File: src/rtl/wallace_product_accumulator.sv
// Dot-product accumulator downstream of the 8x8 Wallace multiplier: sums unsigned
// products until p_last, then presents sum, term count and overflow on a valid/ready port.
module wallace_product_accumulator #(
  parameter int PW  = 16,
  parameter int AW  = 24,
  parameter bit SAT = 1'b1
) (
  input  logic          clk,
  input  logic          rst_n,
  input  logic [PW-1:0] p_in,
  input  logic          p_valid,
  input  logic          p_last,
  output logic          p_ready,
  output logic [AW-1:0] acc_out,
  output logic [7:0]    acc_cnt,
  output logic          acc_ovf,
  output logic          acc_valid,
  input  logic          acc_ready
);

  typedef enum logic {
    ST_ACC = 1'b0,
    ST_OUT = 1'b1
  } state_t;

  state_t state, state_next;

  logic [AW-1:0] sum_q;
  logic [7:0]    cnt_q;
  logic          ovf_q;

  logic [AW:0]   add_full;
  logic          carry;
  logic [AW-1:0] sum_next;
  logic [7:0]    cnt_next;
  logic          ovf_next;
  logic          xfer;
  logic          handshake;

  // Holding p_ready low during reset keeps upstream from treating the reset edge as a transfer.
  assign p_ready   = rst_n && (state == ST_ACC);
  assign xfer      = p_valid && p_ready;
  assign handshake = acc_valid && acc_ready;

  // Running sum including the current term, with the carry folded into the overflow flag.
  always_comb begin
    // NOTE: every always_comb output gets a default first so no path can infer a latch.
    add_full = (AW+1)'(sum_q) + (AW+1)'(p_in);
    carry    = add_full[AW];
    ovf_next = ovf_q | carry;
    sum_next = add_full[AW-1:0];
    if (SAT && ovf_next) begin
      sum_next = '1;
    end
    cnt_next = (cnt_q == 8'hFF) ? cnt_q : cnt_q + 8'd1;
  end

  always_comb begin
    state_next = state;
    unique case (state)
      ST_ACC:  if (xfer && p_last) state_next = ST_OUT;
      ST_OUT:  if (handshake)      state_next = ST_ACC;
      default:                     state_next = ST_ACC;
    endcase
  end

  // NOTE: sequential state uses non-blocking assignments so every register samples pre-edge values.
  always_ff @(posedge clk) begin
    if (!rst_n) begin
      state     <= ST_ACC;
      sum_q     <= '0;
      cnt_q     <= '0;
      ovf_q     <= 1'b0;
      acc_out   <= '0;
      acc_cnt   <= '0;
      acc_ovf   <= 1'b0;
      acc_valid <= 1'b0;
    end else begin
      state <= state_next;
      if (xfer) begin
        if (p_last) begin
          acc_out   <= sum_next;
          acc_cnt   <= cnt_next;
          acc_ovf   <= ovf_next;
          acc_valid <= 1'b1;
          sum_q     <= '0;
          cnt_q     <= '0;
          ovf_q     <= 1'b0;
        end else begin
          sum_q <= sum_next;
          cnt_q <= cnt_next;
          ovf_q <= ovf_next;
        end
      end
      // Result fields stay put after the handshake; only the valid flag drops.
      if (handshake) begin
        acc_valid <= 1'b0;
      end
    end
  end

endmodule

File: config.mk
export PLATFORM = sky130hd
export DESIGN_NAME = wallace_product_accumulator
export DESIGN_NICKNAME = d
export VERILOG_FILES = /design/src/rtl/wallace_product_accumulator.sv
export SDC_FILE = /design/constraint.sdc
export NUM_CORES = 1
export LEC_CHECK = 0
export CORE_ASPECT_RATIO = 0.5
export CORE_MARGIN = 5
export CORE_UTILIZATION = 40
export CTS_CLUSTER_DIAMETER = 60
export DETAILED_ROUTE_END_ITERATION = 6
export PLACE_DENSITY = 0.7
export SYNTH_ARGS = -nofsm -noshare
export SYNTH_HDL_FRONTEND = slang
export SYNTH_SLANG_ARGS = --single-unit
File: constraint.sdc
create_clock -name clk -period 4.7 [get_ports clk]
set_input_delay 0.47 -clock clk [delete_from_list [all_inputs] [get_ports clk]]
set_output_delay 0.47 -clock clk [all_outputs]
set_load 0.02 [all_outputs]
# Yosys cells after proc, flatten, opt, wreduce, memory -nomap -nowiden
# Index checks and enable logic that the tools add are counted.
# classes
add_sub_neg	2
eq_ne	1
n_mux	8
bitwise	3
n_reduce_logical	6
# op_table
operator	n
24-bit two-way mux	2
24-bit by 16-bit adder with 25-bit output	1
8-bit two-way mux	2
8-bit by 1-bit adder with 8-bit output (second input constant)	1
8-bit equality test (second input constant)	1
1-bit logical AND	4
1-bit two-way mux	3
1-bit NOT	2
1-bit one-hot mux with 2 select lines	1
2-bit AND reduction	1
2-bit OR reduction	1
1-bit bitwise OR	1
# totals
reg_bits	68
input_bits	21
out_inout_bits	35
elab_cells	28

# Depth between registers and ports, before layout
# logic_depth
word_depth	6
depth_mapped	10
mapped_depth_nobuf	9

# Worst setup path after synthesis
# Ideal clock, no wire load.
# synth_timing
kind	input-to-reg
from	in p_in[0]
to	reg sum_q[17]
setup_ns	0.119
arrival_time_ns	2.398
required_ns	4.581
path_slack_ns	2.183
path_stages	10
n_path_buf	1
path_cell_list	ha_1 fa_1 a21o_1 nand4_1 nand3_1 a31oi_2 o21a_1 buf_2 nand3_1 o221a_2
# synth_between
elab_chain_cells	4
# synth_lines
element	line_no	rtl
from (decl)	10	input logic [PW-1:0] p_in,
24-bit by 16-bit adder with 25-bit output *	48	add_full = (AW+1)'(sum_q) + (AW+1)'(p_in);
1-bit bitwise OR	50	ovf_next = ovf_q | carry;
24-bit two-way mux *	52	if (SAT && ovf_next) begin
24-bit two-way mux *	81	if (p_last) begin
to (signal assigned)	90	sum_q <= sum_next;
to (decl)	28	logic [AW-1:0] sum_q;
# Mark *: on every way between the ends. The rest lies on a longest branch, timed or not.
# A chain may end at the register's enable or synchronous reset.

# Worst setup path in the final report
# layout_timing
from	in p_in[0]
to	reg sum_q[6]
# Same word-level chain as after synthesis.

==> key figures <==
Synthesis
  • Cell with the most instances after synthesis: dfxtp_1
  • Synth warn: 0
  • Main synth FF type: dfxtp_1
  • Top cell type by total area after synthesis: dfxtp_1
  • Register bit total from synthesis: 68
  • Asr flop ratio synth: 0%
  • Top cell type's share of synthesized area: 37.66%
  • Syn Inst Count: roughly 450
  • Sequential cell area fraction in the yosys report: between 30% and 40%
  • Synth unique cells: 56
  • Synth area leaders: dfxtp_1 38%, o21ai_0 6.2%, ha_1 5.9%, nand3_1 5.1%, nor2_1 5.0%
  • Syn avg cell area: about 8.1 um2
  • Syn_nets: around 490
  • Netlist Area Pre-Place: roughly 0.0036 mm2
  • Top cells by count, synth: 68 x dfxtp_1, 48 x nor2_1, 45 x o21ai_0, 39 x nand2_1, 37 x nand3_1
  • Post-synth EDFFs: 0

Worst hold path
  • Cells on Worst Hold Path: 2
  • Min-delay src: acc_ovf
  • Hold Crit Class: flop to flop
  • Hold worst-path end: acc_ovf

Power
  • Standby leakage power: approximately 1.7 nW
  • Power Density: between 300 and 400 mW/mm2
  • Worst vdd ir: ~0.20 mV

GRT
  • First-pass GRT wire length: approximately 16 mm
  • Vias in the first global route: roughly 3300
  • Pin count of the biggest net entering global routing: 30
  • Overall Global Routing Usage: 18.37%
  • Overflow after GRT: 0
  • Initial antenna violation count: 0

Place
  • # port buffers: between 50 and 60
  • Placer Congestion: around 0.85
  • Post-DP HPWL: about 6.7 mm

Critical path
  • Flop-to-flop setup slack: ~1800 ps
  • CP Data Arrival Time: around 3400 ps
  • Worst-path fanout max: 24
  • Worst Reg-to-Reg Cells: 9
  • Worst path required time: approximately 5000 ps
  • FF-to-FF End: sum_q[6]
  • Worst setup SP type: primary input
  • Critical path type: primary input to flop
  • Critical path endpoint category: flop
  • Worst r2r src: sum_q[0]

Timing
  • Post-route clock period utilization: 66.92%
  • Fmax achieved: 318.0 MHz
  • Final setup fails: 0
  • Final setup TNS: 0 ps
  • Unrepaired setup endpoints after global routing: false
  • Worst Tran Pin Value: ~1300 ps
  • Hold Violations, Final: 0
  • Clock Skews: approximately 5.7 ps
  • Fin crit period: approximately 3100 ps
  • Slew Viols, Final: 0
  • Slew HR: 12.43%

Clock network
  • Hold buffer count at CTS: 0
  • Post-cts resize count: 0
  • Clk_lat worst skew: 340 ps
  • TritonCTS Sinks: 68
  • H-tree depth: 3
  • Cts bufs inserted: 9
  • CTS tree: built
  • Clock buffer depth: 2
  • Reg clk slew, reported paths: ~50 ps
  • Post-CTS Setup Inserts: 0
  • CTS root buffer: clkbuf_16

Finish
  • Antenna diode count: 0
  • Area Overhead vs Synth: 25.55%
  • Filler instances: 850
  • Final nets: ~530
  • Layout cells sized above 1: roughly 6.7%
  • Sequential standard cell area: about 0.0014 mm2
  • Multi-input gate area: approximately 0.0021 mm2
  • Utilization after layout: a little over 50%

Status
  • Status: completed

Detailed routing
  • Starting DRC count in detailed routing: 300
  • Total routed wirelength: 9.568 mm
  • Vias per cell: ~5.6
  • # DRC: 0
  • WL/cell: about 16 um
  • Antenna Nets Post-Route: 0
  • DRT Pass-1 Iters: 4
  • Detailed-route via count: approximately 3400

Floorplanning
  • Std cell rows: 24
  • Full die area: ~0.011 mm2
  • Core area: between 0.008 and 0.009 mm2
  • Initial Util: 41.22%
  • IO Count: between 50 and 60
  • Die height: 77.22 um
  • Die Width: about 140 um

Flow run
  • Max_cap viols: 0
-- per-layer routing --
layer,vias up,track usage (%),part of all wire (%)
met5,-,0,0
met2,77,27.15,45
met4,0,4.097,1.1
met1,1619,25.82,49
met3,11,6.153,5.5
li1,1719,-,-
-- state kept, by name, indices dropped and copies added (netlist names) --
| name | cells |
|---|---|
| ovf_q | 1 |
| sum_q | 24 |
| state | 1 |
| cnt_q | 8 |
| acc_ovf | 1 |
| acc_out | 24 |
| acc_cnt | 8 |
| acc_valid | 1 |
-- cell families after synthesis --
group | share of synthesized area (%)
AOI/OAI and AO/OA | 25.55
xor gates and xnor gates | 4.846
adders and majority gates | 6.438
buffers and inverters | 4.188
DFF | 37.66
muxes | 0.8654
and+or+nand+nor | 20.46
-- area by class of cell --
type                       instances  area share (%)
timing repair buffer              59           12.79
inverter                           8          0.6617
clock buffer                      10           5.046
multi-input combinational        343           46.32
sequential                        68           30.00
clock inverter                     6           1.958
tap                              117           3.226
-- critical path, cell delays in order --
cell             delay (ps)
clkdlybuf4s50_1         460
ha_1                    200
fa_1                    230
a21o_1                  140
nand4_1                 140
nand3_1                 180
a31oi_2                 160
o21ai_2                 940
nor2_1                  220
o21ai_0                 230
-- stage by stage --
| step | hold slack, ps | cell area (um2) | instances | power [mW] | setup WS [ps] |
|---|---|---|---|---|---|
| after floorplan | 429.1 | 3615 | 446 | 0.7815 | 2183 |
| after global routing | 474.6 | 4538 | 611 | 1.650 | 1341 |
| after CTS | 455.4 | 4538 | 611 | 1.587 | 1606 |
| after detailed placement | 442.5 | 4220 | 595 | 0.8634 | 1275 |
| after global placement | 438.9 | 4220 | 595 | 0.8618 | 1354 |
| final | 450.0 | 4538 | 611 | 1.574 | 1555 |
-- cells in the final DEF, fill, tap and decap left out, drive strengths merged, types with 2 or more instances in the layout --
master and n:
nor2 49, o21ai 49, mux2i 2, o31ai 4, and4 2, nor2b 2
nor3 2, nand2b 3, xor2 9, clkbuf 10, nand2 39, clkinv 2
o221a 2, a22oi 7, or3 6, and3 5, inv 8, a31o 2
o211ai 9, a211oi 11, bufinv 2, and2 3, dfxtp 68, o21a 2
o311a 2, or2 2, a31oi 10, ha 17, xnor2 11, clkdlybuf4s50 55
a21oi 30, clkinvlp 2, nand4 3, buf 4, or4 3, a21o 9
nand3 37
-- how the worst max path moves through the flow --
| stage | startpoint | to | slack (ps) | depth (start not counted) |
|---|---|---|---|---|
| global placement | p_in[0] | acc_out[8] | 1350 | 10 |
| global route | p_in[0] | acc_out[8] | 1340 | 10 |
| detailed placement | rst_n | sum_q[18] | 1270 | 9 |
| CTS | rst_n | sum_q[18] | 1610 | 9 |
| floorplan | p_in[0] | sum_q[17] | 2180 | 10 |
| finish | p_in[0] | sum_q[6] | 1550 | 10 |
-- where the power goes --
| part | internal (mW) | switching (mW) | leakage (nW) |
|---|---|---|---|
| Combinational | 0.0976 | 0.143 | 1.03 |
| Sequential | 0.599 | 0.0137 | 0.552 |
| Clock | 0.464 | 0.257 | 0.149 |
| Total | 1.16 | 0.413 | 1.73 |
No activity file was read; power rests on OpenSTA's default activity.
